===== config.mk =====
export PLATFORM = sky130hd
export DESIGN_NAME = elastic_rr_arbiter
export DESIGN_NICKNAME = d
export VERILOG_FILES = /design/src/rtl/elastic_rr_arbiter.sv
export SDC_FILE = /design/constraint.sdc
export NUM_CORES = 1
export LEC_CHECK = 0
export ABC_CLOCK_PERIOD_IN_PS = 3700
export BUFFER_PORTS_ARGS = -buffer_cell sky130_fd_sc_hd__clkbuf_2
export CAP_MARGIN = 20
export CORE_MARGIN = 5
export CORE_UTILIZATION = 40
export DETAILED_ROUTE_END_ITERATION = 12
export GPL_TIMING_DRIVEN = 0
export PLACE_DENSITY = 0.73
export SYNTH_ARGS = -nofsm -noshare
export SYNTH_HDL_FRONTEND = slang
export SYNTH_SLANG_ARGS = --single-unit

===== constraint.sdc =====
create_clock -name clk -period 3.7 [get_ports clk]
set_clock_uncertainty 0.15 [all_clocks]
set_input_delay 0.37 -clock clk [delete_from_list [all_inputs] [get_ports clk]]
set_output_delay 0.37 -clock clk [all_outputs]
set_load 0.1 [all_outputs]

===== src/rtl/elastic_rr_arbiter.sv =====
// -----------------------------------------------------------------------------
// elastic_rr_arbiter
//
// Round-robin arbiter that merges N elastic (valid/ready) requester channels
// into one elastic output channel through a single-entry registered stage.
// A synchronous flush empties the output stage and blocks every requester.
// Beats thrown away by a flush are counted in a saturating counter.
//
// Ports:
//   clk         rising-edge clock
//   rst         asynchronous active-low reset
//   in_data_i   requester data, requester k at bits [k*DW +: DW]
//   in_valid_i  per-requester valid
//   in_ready_o  per-requester ready (at most one bit set)
//   flush_i     synchronous flush: no accept, held beat discarded if stalled
//   dout_o      output data
//   valid_o     output valid (output stage full)
//   ready_i     downstream ready
//   grant_o     one-hot source of the held beat, 0 when empty
//   drop_cnt_o  saturating count of beats discarded by flush
// -----------------------------------------------------------------------------
module elastic_rr_arbiter #(
    parameter int DW = 16,
    parameter int N  = 4,
    parameter int CW = 8
) (
    input  logic            clk,
    input  logic            rst,
    input  logic [N*DW-1:0] in_data_i,
    input  logic [N-1:0]    in_valid_i,
    output logic [N-1:0]    in_ready_o,
    input  logic            flush_i,
    output logic [DW-1:0]   dout_o,
    output logic            valid_o,
    input  logic            ready_i,
    output logic [N-1:0]    grant_o,
    output logic [CW-1:0]   drop_cnt_o
);

    localparam int            PW    = $clog2(N);
    localparam logic [PW:0]   N_EXT = (PW+1)'(N);
    localparam logic [PW-1:0] LAST  = PW'(N-1);

    logic          full_q;
    logic [DW-1:0] data_q;
    logic [PW-1:0] src_q;
    logic [PW-1:0] ptr_q;
    logic [CW-1:0] drop_q;

    logic [PW-1:0] sel;
    logic          any;
    logic [DW-1:0] sel_data;
    logic          space;
    logic          accept;
    logic          pop;
    logic          discard;

    // Rotating-priority scan: candidates are visited in the order
    // ptr, ptr+1, ..., wrapping modulo N. The extra bit on the candidate
    // index makes the wrap work for N that is not a power of two.
    always_comb begin
        logic [PW:0] cand;
        cand = '0;
        sel  = '0;
        any  = 1'b0;
        for (int i = 0; i < N; i++) begin
            cand = {1'b0, ptr_q} + (PW+1)'(i);
            if (cand >= N_EXT) begin
                cand = cand - N_EXT;
            end
            if (!any && in_valid_i[cand[PW-1:0]]) begin
                any = 1'b1;
                sel = cand[PW-1:0];
            end
        end
    end

    always_comb begin
        sel_data = '0;
        for (int k = 0; k < N; k++) begin
            if (sel == PW'(k)) begin
                sel_data = in_data_i[k*DW +: DW];
            end
        end
    end

    // A pop and a push may happen on the same edge, so the stage has room
    // whenever it is empty or is being drained this cycle.
    assign space   = ~full_q | ready_i;
    assign accept  = any & space & ~flush_i;
    assign pop     = full_q & ready_i;
    assign discard = full_q & ~ready_i & flush_i;

    // rst gates ready so no requester sees a handshake while in reset.
    always_comb begin
        in_ready_o = '0;
        for (int k = 0; k < N; k++) begin
            in_ready_o[k] = rst & accept & (sel == PW'(k));
        end
    end

    always_ff @(posedge clk or negedge rst) begin
        if (!rst) begin
            full_q <= 1'b0;
            data_q <= '0;
            src_q  <= '0;
            ptr_q  <= '0;
        end else begin
            if (accept) begin
                full_q <= 1'b1;
                data_q <= sel_data;
                src_q  <= sel;
                ptr_q  <= (sel == LAST) ? '0 : sel + 1'b1;
            end else if (pop || discard) begin
                full_q <= 1'b0;
            end
        end
    end

    always_ff @(posedge clk or negedge rst) begin
        if (!rst) begin
            drop_q <= '0;
        end else if (discard && (drop_q != {CW{1'b1}})) begin
            drop_q <= drop_q + 1'b1;
        end
    end

    assign valid_o    = full_q;
    assign dout_o     = data_q;
    assign grant_o    = full_q ? (N'(1) << src_q) : '0;
    assign drop_cnt_o = drop_q;

endmodule


After elaboration in Yosys (flattened, before gate mapping) --
Index checks and enable logic that the tools add are counted.
Word-level totals: bits in registers 29, input port bits 72
Cells by class: bitwise operators 14, order comparisons 8, eq/ne operators 4, reductions and logical operators 10, mux-type cells 28, add/subtract/negate cells 9, shift operators 1
Operator list (count):
- $mux 16 | 4
- $mux 2 | 9
- $lt 2x3->1 const B | 4
- $and 1x1->1 | 10
- $mux 1 | 10
- $ge 3x3->1 const B | 3
- $add 8x1->8 const B | 1
- $bmux 1 s2 | 4
- $ne 8x8->1 const B | 1
- $sub 2x1->2 const B | 4
- $add 2x2->3 const B | 2
- $eq 2x2->1 const B | 2
- $logic_and 1x1->1 | 4
- $mux 4 | 1
- $shl 1x2->4 const A | 1
- $add 2x1->3 const B | 1
- $ge 2x3->1 const B | 1
- $logic_not 1->1 | 3
- $not 1->1 | 3
- $add 2x1->2 const B | 1
- $eq 2x1->1 const B | 1
- $logic_not 2->1 | 1
- $reduce_bool 2->1 | 1
- $logic_or 1x1->1 | 1
- $or 1x1->1 | 1

Logic depth before layout (Yosys ltp) --
Gate-level depths: netlist of run 1.
word-level depth 19, depth in mapped cells 11, mapped depth without buffers 9

Worst setup path after synthesis of run 1 --
Ideal clock, no wire load.
path type reg2out, start register full_q, in the netlist valid_o, end output grant_o[0], cell stages (with the launch flop) 2, path buffers 0, required time 3.180 ns, data arrival time 3.259 ns, setup slack -0.079 ns, path through dfrtp_1 nor3b_1
Between the ends: longest elaborated chain between the ends 1
RTL lines:
- from (decl) | RTL line 44 | logic full_q;
- from (signal assigned) | RTL line 104 | full_q <= 1'b0;
- from (signal assigned) | RTL line 110 | full_q <= 1'b1;
- from (signal assigned) | RTL line 115 | full_q <= 1'b0;
- $mux 4 | RTL line 130 | assign grant_o = full_q ? (N'(1) << src_q) : '0;
- to (decl) | RTL line 36 | output logic [N-1:0] grant_o,
No other way between the ends.

Worst setup path after layout of run 1 --
start register ptr_q[0], end output in_ready_o[3]
Between the ends: elaborated cells between the ends (all ways) 42
RTL lines:
- from (decl) | RTL line 47 | logic [PW-1:0] ptr_q;
- from (signal assigned) | RTL line 113 | ptr_q <= (sel == LAST) ? '0 : sel + 1'b1;
- branches (longest 13 deep; another with $add 2x1->3)
- $mux 2 * | RTL line 71 | if (!any && in_valid_i[cand[PW-1:0]]) begin
- via sel[0] | RTL line 50 | logic [PW-1:0] sel;
- $eq 2x2->1 * | RTL line 98 | in_ready_o[k] = rst & accept & (sel == PW'(k));
- $and 1x1->1 * | RTL line 98
- to (decl) | RTL line 31 | output logic [N-1:0] in_ready_o,
Mark *: on every way through the listed nets, which the timed path passes. The select of a mux whose other input is x is not followed.

==> results of run 1 <==
area by class of cell:
type	count	area [um2]
buffer	15	93.84
clock buffer	5	68.82
clock inverter	3	65.06
fill	451	2036
inverter	19	71.32
multi-input combinational	144	1044
sequential	29	725.7
tap	54	67.56
timing repair buffer	104	520.5
power breakdown:
part           switching (mW)  internal [mW]  total (mW)
combinational            1.34          0.416        1.75
clock                   0.128          0.267       0.395
sequential              0.106          0.443       0.548
total                    1.57           1.13        2.69
cell usage in the layout (no fill, tap or decap), types with 5 or more instances in the layout:
| master | instances |
|---|---|
| dfrtp_1 | 29 |
| nand2_1 | 19 |
| clkbuf_2 | 104 |
| ha_1 | 5 |
| clkbuf_8 | 5 |
| a211o_1 | 15 |
| clkbuf_1 | 5 |
| nor2_1 | 23 |
| inv_1 | 19 |
| a221oi_1 | 15 |
| buf_2 | 6 |
| a31oi_2 | 9 |
| a21oi_1 | 9 |
| and3_1 | 6 |
| a31oi_1 | 6 |
through the flow:
stage / power [mW] / cell area [um2] / setup slack, ps
3_3_place_gp: 2.292 / 2522 / 309.9
6_report: 2.695 / 2656 / 162.1
3_5_place_dp: 2.306 / 2522 / 322.0
4_1_cts: 2.705 / 2656 / 171.1
2_1_floorplan: 1.982 / 1934 / 612.3
5_1_grt: 2.830 / 2656 / 28.97
metal layers:
metal  track usage (%)  up-vias  wire length (um)
met5                 0        -                 0
li1                  -      968                 -
met2             29.21       63              2781
met1             22.70      906              2474
met4             5.326        0                74
met3             4.308        9               345
critical path: stages, from the launching register on:
cell and delay (ps):
dfrtp_1 410, nor2b_1 80, o21a_1 190, a211oi_2 310, nor2b_1 250, ha_1 170, clkbuf_1 220, clkbuf_1 410
and3_1 230, clkbuf_2 460
logic make-up after synthesis:
family          count (synthesis)  synth area share [%]
simple gates                   68                 18.59
compound gates                 61                 26.66
buf+inv                        34                 8.583
flops                          29                 37.71
mux                             6                 3.381
fa+ha+maj                       5                 3.251
xor+xnor                        4                 1.821
path summary, 6_finish.rpt:
check	endpoint	cells past startpoint
setup / recovery	in_ready_o[3]	9
hold / removal	src_q[1]	1
setup reg to reg	dout_o[14]	10
hold reg to reg	dout_o[14]	2
max in group asynchronous	valid_o	1
min in group clk	valid_o	2
sequential cells by signal, indices dropped and copies added (netlist names):
signal	count
dout_o	16
drop_cnt_o	8
ptr_q	2
src_q	2
valid_o	1
==> results.rst, run 1 <==
.. list-table::
   :header-rows: 1

   * - Metric
     - Value
   * - Status
     - finished clean
   * - Core area
     - 0.004692 mm2
   * - Leading cell type by number of instances after synthesis
     - dfrtp_1
   * - Detailed router's first-iteration violation count
     - 95
   * - ANT nets after route
     - 0
   * - Highest net fanout along the worst path
     - 10
   * - Level count of the clock H-tree
     - 2
   * - Worst Hold Margin
     - 18.22 ps
   * - First-pass GRT wire length
     - 8721 um
   * - WL/cell
     - 15.22 um
   * - Slew @ Worst Pin
     - 796.5 ps
   * - Lkg Pwr
     - 1.377 nW
   * - Signed area change from the synthesized netlist to the final layout
     - 38.04%
   * - Die height
     - 79.36 um
   * - Path type of the worst setup path
     - reg2out
   * - Number of synthesized register bits
     - 29
   * - Sequential fraction of the synthesis area
     - 37.71%
   * - Area enclosed by the die boundary
     - 0.006298 mm2
   * - Kind of start point of the critical path
     - flop
   * - Final setup fails
     - 0
   * - Synth cell count leaders
     - dfrtp_1, nor2_1, inv_1, nand2_1
   * - Cell count after placement
     - 365
   * - Cts hold-fix bufs
     - 0
   * - Grt total ovfl
     - 0
   * - Number of pins exceeding their max-slew limit in the final report
     - 0
   * - Distinct cell type count of the synthesized netlist
     - 37
   * - Antenna diode count
     - 0
   * - Final GP Congestion
     - 0.8803
   * - Remaining DRCs
     - 0
   * - Reg-to-reg slack, setup
     - 1040 ps
   * - Arrival @ worst endpoint
     - 3020 ps
   * - Maximum clock rate
     - 282.7 MHz
   * - Wire length reported by the detailed router
     - 5676 um
   * - Highest ir drop seen on vdd
     - 0.0007119 V
   * - CP required
     - 3180 ps
   * - Fraction of final layout cells with drive strength greater than 1
     - 43.57%
   * - Hold WC Path Type
     - in2async
   * - Type of destination of the critical path
     - output pin
   * - Crit path time final
     - 3538 ps
   * - TritonCTS clock tree
     - built
   * - Horizontal die dimension
     - 79.36 um
   * - Final worst path period share
     - 95.62%
   * - Utilization of the core after routing
     - 56.61%
   * - Overall track demand over capacity in global routing
     - 17.64%
   * - Largest net degree at the start of global routing
     - 34
   * - Final HPWL from detailed placement
     - 4400 um
   * - Clock sink count
     - 29
   * - Setup TNS
     - 0 ps
   * - Number of buffers on the longest clock path
     - 2
   * - Clock Pin Slew Worst Setup and Hold Paths
     - 60 ps
   * - Effective utilization at floorplan
     - 41.01%
   * - Fraction of synthesis flops using an asynchronous set or reset pin
     - 100.0%
   * - Top post-synthesis cells by area
     - dfrtp_1, a211o_1, a221oi_1
   * - Vias
     - 1,946
   * - Post-CTS Resized
     - 0
   * - Start point of the critical path
     - ptr_q[0]
   * - Yosys warns
     - 0
   * - Count of pins on the block boundary
     - 105
   * - Clock root cell
     - clkbuf_8
   * - Via count of the first global-routing pass
     - 1,868
   * - Synth Flop Type
     - dfrtp_1
   * - Synth Cell Area
     - 0.001924 mm2
   * - Share of the synthesized area in the top cell type
     - 37.71%
   * - Synth area leader
     - dfrtp_1
   * - Net count of the mapped netlist
     - 284
   * - Number of buffers added on ports
     - 104
   * - EDFF count, synth
     - 0
   * - Count of placed standard cells in the final layout, fillers left out
     - 373
   * - RSZ-0062 raised after global routing
     - false
   * - Postcts setup bufs
     - 0
   * - Antenna violations before repair
     - 0
   * - TritonCTS Buffers
     - 5
   * - Number of max-cap violations
     - 0
   * - Standard-cell rows
     - 25
   * - Pre-Repair DR Iteration Count
     - 4
   * - Rel. slew slack
     - 46.90%
   * - Worst reg2reg startpoint
     - ptr_q[0]
   * - Worst-Skew Late Latency
     - 280 ps
   * - Post-Synthesis Mean Instance Area
     - 9.296 um2
   * - Vias/cell
     - 5.217
   * - Gate count after technology mapping
     - 207
   * - Power density relative to cell area
     - 1014 mW/mm2
   * - Hold Fails Final Rpt
     - 0
   * - Nets
     - 395
No activity file was read; power rests on OpenSTA's default activity.
==> run 2, diff against run 1 <==
--- a/config.mk
+++ b/config.mk
@@ -5,9 +5,10 @@
 export SDC_FILE = /design/constraint.sdc
 export NUM_CORES = 1
 export LEC_CHECK = 0
-export ABC_CLOCK_PERIOD_IN_PS = 3700
+export ABC_CLOCK_PERIOD_IN_PS = 3500
 export BUFFER_PORTS_ARGS = -buffer_cell sky130_fd_sc_hd__clkbuf_2
 export CAP_MARGIN = 20
+export CORE_ASPECT_RATIO = 0.9
 export CORE_MARGIN = 5
 export CORE_UTILIZATION = 40
 export DETAILED_ROUTE_END_ITERATION = 12
==> constraint.sdc (replaced) <==
create_clock -name clk -period 3.5 [get_ports clk]
set_clock_uncertainty 0.15 [all_clocks]
set_input_delay 0.35 -clock clk [delete_from_list [all_inputs] [get_ports clk]]
set_output_delay 0.35 -clock clk [all_outputs]
set_load 0.1 [all_outputs]
==> run 2 against run 1 <==
  * Sequential share of layout area decreased by 0.18 points
  * Die area about the same
  * Sequential power increased by 5.7%
  * Clock power increased by 6.3%
  * Largest cell class unchanged
  * Combinational power increased by 7%
  * Total power increased by 6.4%
  * Final cell count increased by 2.9%
  * Critical endpoint unchanged
  * Register-to-register slack got worse by 280 ps
  * Via count about the same
==> results.rst, run 2 (synthesized netlist as in run 1, its figures left out) <==
.. list-table::
   :header-rows: 1

   * - Metric
     - Value
   * - Status
     - finished clean
   * - Final setup fails
     - 0 (unchanged)
   * - Flip-flop count of the largest register after layout
     - 16 (unchanged)
   * - Die height
     - 75.80 um (-4.5%)
   * - Combinational fraction of design power
     - 65.2% (+0.2 points)
   * - Vias/cell
     - 5.070 (-2.8%)
   * - Core area
     - 0.004745 mm2 (+1.1%)
   * - Horizontal die dimension
     - 83.11 um (+4.7%)
   * - Number of buffers added on ports
     - 104 (unchanged)
   * - Number of max-cap violations
     - 0 (unchanged)
   * - Slew @ Worst Pin
     - 812.7 ps (+16.20 ps)
   * - Final GP Congestion
     - 0.7649 (-13%)
   * - Maximum clock rate
     - 306.1 MHz
   * - Cell class contributing the biggest share of worst-path delay
     - buffers and inverters
   * - # fillers
     - 466 (+3.3%)
   * - Crit path cell chain
     - nor2b_1 > o21a_1 > a211oi_2 > nor2b_1 > ha_1 > clkbuf_1 > clkbuf_2 > and3_1 > clkbuf_4
   * - Grt total ovfl
     - 0 (unchanged)
   * - First-pass GRT wire length
     - 9418 um (+8.0%)
   * - Int Power
     - 1.192 mW (+5.9%)
   * - Switching power of the nets
     - 1.675 mW (+6.8%)
   * - Overall track demand over capacity in global routing
     - 18.84% (+1.2 points)
   * - Lkg Pwr
     - 1.381 nW (+0.25%)
   * - Clk network pwr share
     - 14.6% (about the same)
   * - CP dominant cell by count
     - nor2b_1
   * - Crit-path max cell delay
     - 400 ps (-60 ps)
   * - Most common cell after layout, fill and taps aside
     - clkbuf_2
   * - Standard-cell rows
     - 24 (-4.0%)
   * - Number of pins exceeding their max-slew limit in the final report
     - 0 (unchanged)
   * - Remaining DRCs
     - 0 (unchanged)
   * - Clock sink count
     - 29 (unchanged)
   * - Vias
     - 1,947 (+0.051%)
   * - Detailed router's first-iteration violation count
     - 89 (-6.3%)
   * - Arrival @ worst endpoint
     - 2770 ps (-250 ps)
   * - ANT nets after route
     - 0 (unchanged)
   * - Area enclosed by the die boundary
     - 0.006300 mm2 (about the same)
   * - Setup TNS
     - 0 ps (unchanged)
   * - Sw frac
     - 58.42% (+0.20 points)
   * - Number of buffers on the longest clock path
     - 2 (unchanged)
   * - TritonCTS Buffers
     - 5 (unchanged)
   * - Largest net degree at the start of global routing
     - 34 (unchanged)
   * - Final total power
     - 2.867 mW (+6.4%)
   * - Kind of start point of the critical path
     - flop
   * - Power density relative to cell area
     - 1072 mW/mm2 (+5.7%)
   * - Via count of the first global-routing pass
     - 1,938 (+3.7%)
   * - Path type of the worst setup path
     - reg2out
   * - Clock Pin Slew Worst Setup and Hold Paths
     - 70 ps (about the same)
   * - Sequential share of power
     - 20.2% (-0.2 points)
   * - Final worst path period share
     - 93.33%
   * - Level count of the clock H-tree
     - 2 (unchanged)
   * - Rel. slew slack
     - 45.82% (-1.1 points)
   * - Wire length reported by the detailed router
     - 5807 um (+2.3%)
   * - Final HPWL from detailed placement
     - 4438 um (+0.86%)
   * - Crit path time final
     - 3267 ps
   * - Antenna diode count
     - 0 (unchanged)
   * - Worst-path cell with the longest stage delay
     - dfrtp_1
   * - Type of destination of the critical path
     - output pin
   * - Cell count after placement
     - 376 (+3.0%)
   * - WL/cell
     - 15.12 um (-0.62%)
   * - Signed area change from the synthesized netlist to the final layout
     - 38.95%
   * - RSZ-0062 raised after global routing
     - false
   * - Count of placed standard cells in the final layout, fillers left out
     - 384 (+2.9%)
   * - Clock root cell
     - clkbuf_8
   * - Final std cell area, no fill
     - 0.002674 mm2 (+0.66%)
   * - Cell area after placement
     - 0.002536 mm2 (+0.55%)
   * - CP required
     - 3000 ps (-180 ps)
   * - Highest ir drop seen on vdd
     - 0.0005444 V (-24%)
   * - Effective utilization at floorplan
     - 40.56% (-0.45 points)
   * - Hold Fails Final Rpt
     - 0 (unchanged)
   * - Count of pins on the block boundary
     - 105 (unchanged)
   * - Nets
     - 395 (unchanged)
   * - Hold WC Path Type
     - in2async
   * - Crit path buffers/inverters
     - 3 (unchanged)
   * - Pre-Repair DR Iteration Count
     - 4 (unchanged)
   * - Worst-Skew Late Latency
     - 280 ps (about the same)
   * - Antenna violations before repair
     - 0 (unchanged)
   * - TritonCTS clock tree
     - built
   * - Highest net fanout along the worst path
     - 10 (unchanged)
   * - Commonest cells after routing, fill and taps aside
     - clkbuf_2, dfrtp_1, nor2_1
   * - Fraction of final layout cells with drive strength greater than 1
     - 43.89% (+0.31 points)
==> run 2: layout make-up <==
type / instances / area, um2 / area share (%)
Buffer: 15 / 95.09 / 3.556
Clock buffer: 5 / 68.82 / 2.574
Clock inverter: 3 / 65.06 / 2.433
Inverter: 19 / 71.32 / 2.667
Multi-Input combinational cell: 144 / 1044 / 39.03
Sequential cell: 29 / 725.7 / 27.14
Tap cell: 65 / 81.33 / 3.042
Timing Repair Buffer: 104 / 523.0 / 19.56
==> run 2: per-stage QoR <==
stage	hold slack, ps	utilization (%)	setup slack [ps]
2_1_floorplan	-95.59	-	452.3
3_3_place_gp	322.5	53.45	99.02
3_5_place_dp	325.4	53.45	93.98
4_1_cts	19.76	56.33	66.57
5_1_grt	42.22	56.36	48.42
6_report	3.247	56.36	233.3
==> run 2: what timing repair did <==
item                                    4_1_cts  5_1_grt
endpoints found under the setup margin        1        1
buffers inserted                              0        0
gates resized for setup                       1        2
gates cloned                                  0        0
hold buffers                                  0        0
==> run 2: path summary, 6_finish.rpt <==
| path | startpoint | end | slack [ps] | cells past startpoint |
|---|---|---|---|---|
| setup / recovery | ptr_q[0] | in_ready_o[3] | 230 | 9 |
| hold / removal | rst | drop_cnt_o[2] | 3 | 1 |
| setup reg to reg | ptr_q[0] | dout_o[14] | 760 | 10 |
| hold reg to reg | drop_cnt_o[5] | drop_cnt_o[5] | 380 | 1 |
| max in group asynchronous | rst | dout_o[0] | 2690 | 1 |
| min in group clk | flush_i | valid_o | 130 | 2 |
==> run 2: metal layers <==
metal | global-route usage (%) | vias to the layer above | routed length (um)
li1 | - | 967 | -
met1 | 23.34 | 910 | 2536
met2 | 31.58 | 68 | 2765
met3 | 7.459 | 2 | 478
met4 | 4.174 | 0 | 27
met5 | 0 | - | 0
==> run 2: power by group through the flow <==
stage	logic, mW	registers (mW)	clock network [mW]
3_3_place_gp	1.85	0.576	0
5_1_grt	1.97	0.596	0.445
3_5_place_dp	1.87	0.582	0
4_1_cts	1.88	0.578	0.426
2_1_floorplan	0.713	1.38	0
6_report	1.87	0.579	0.420
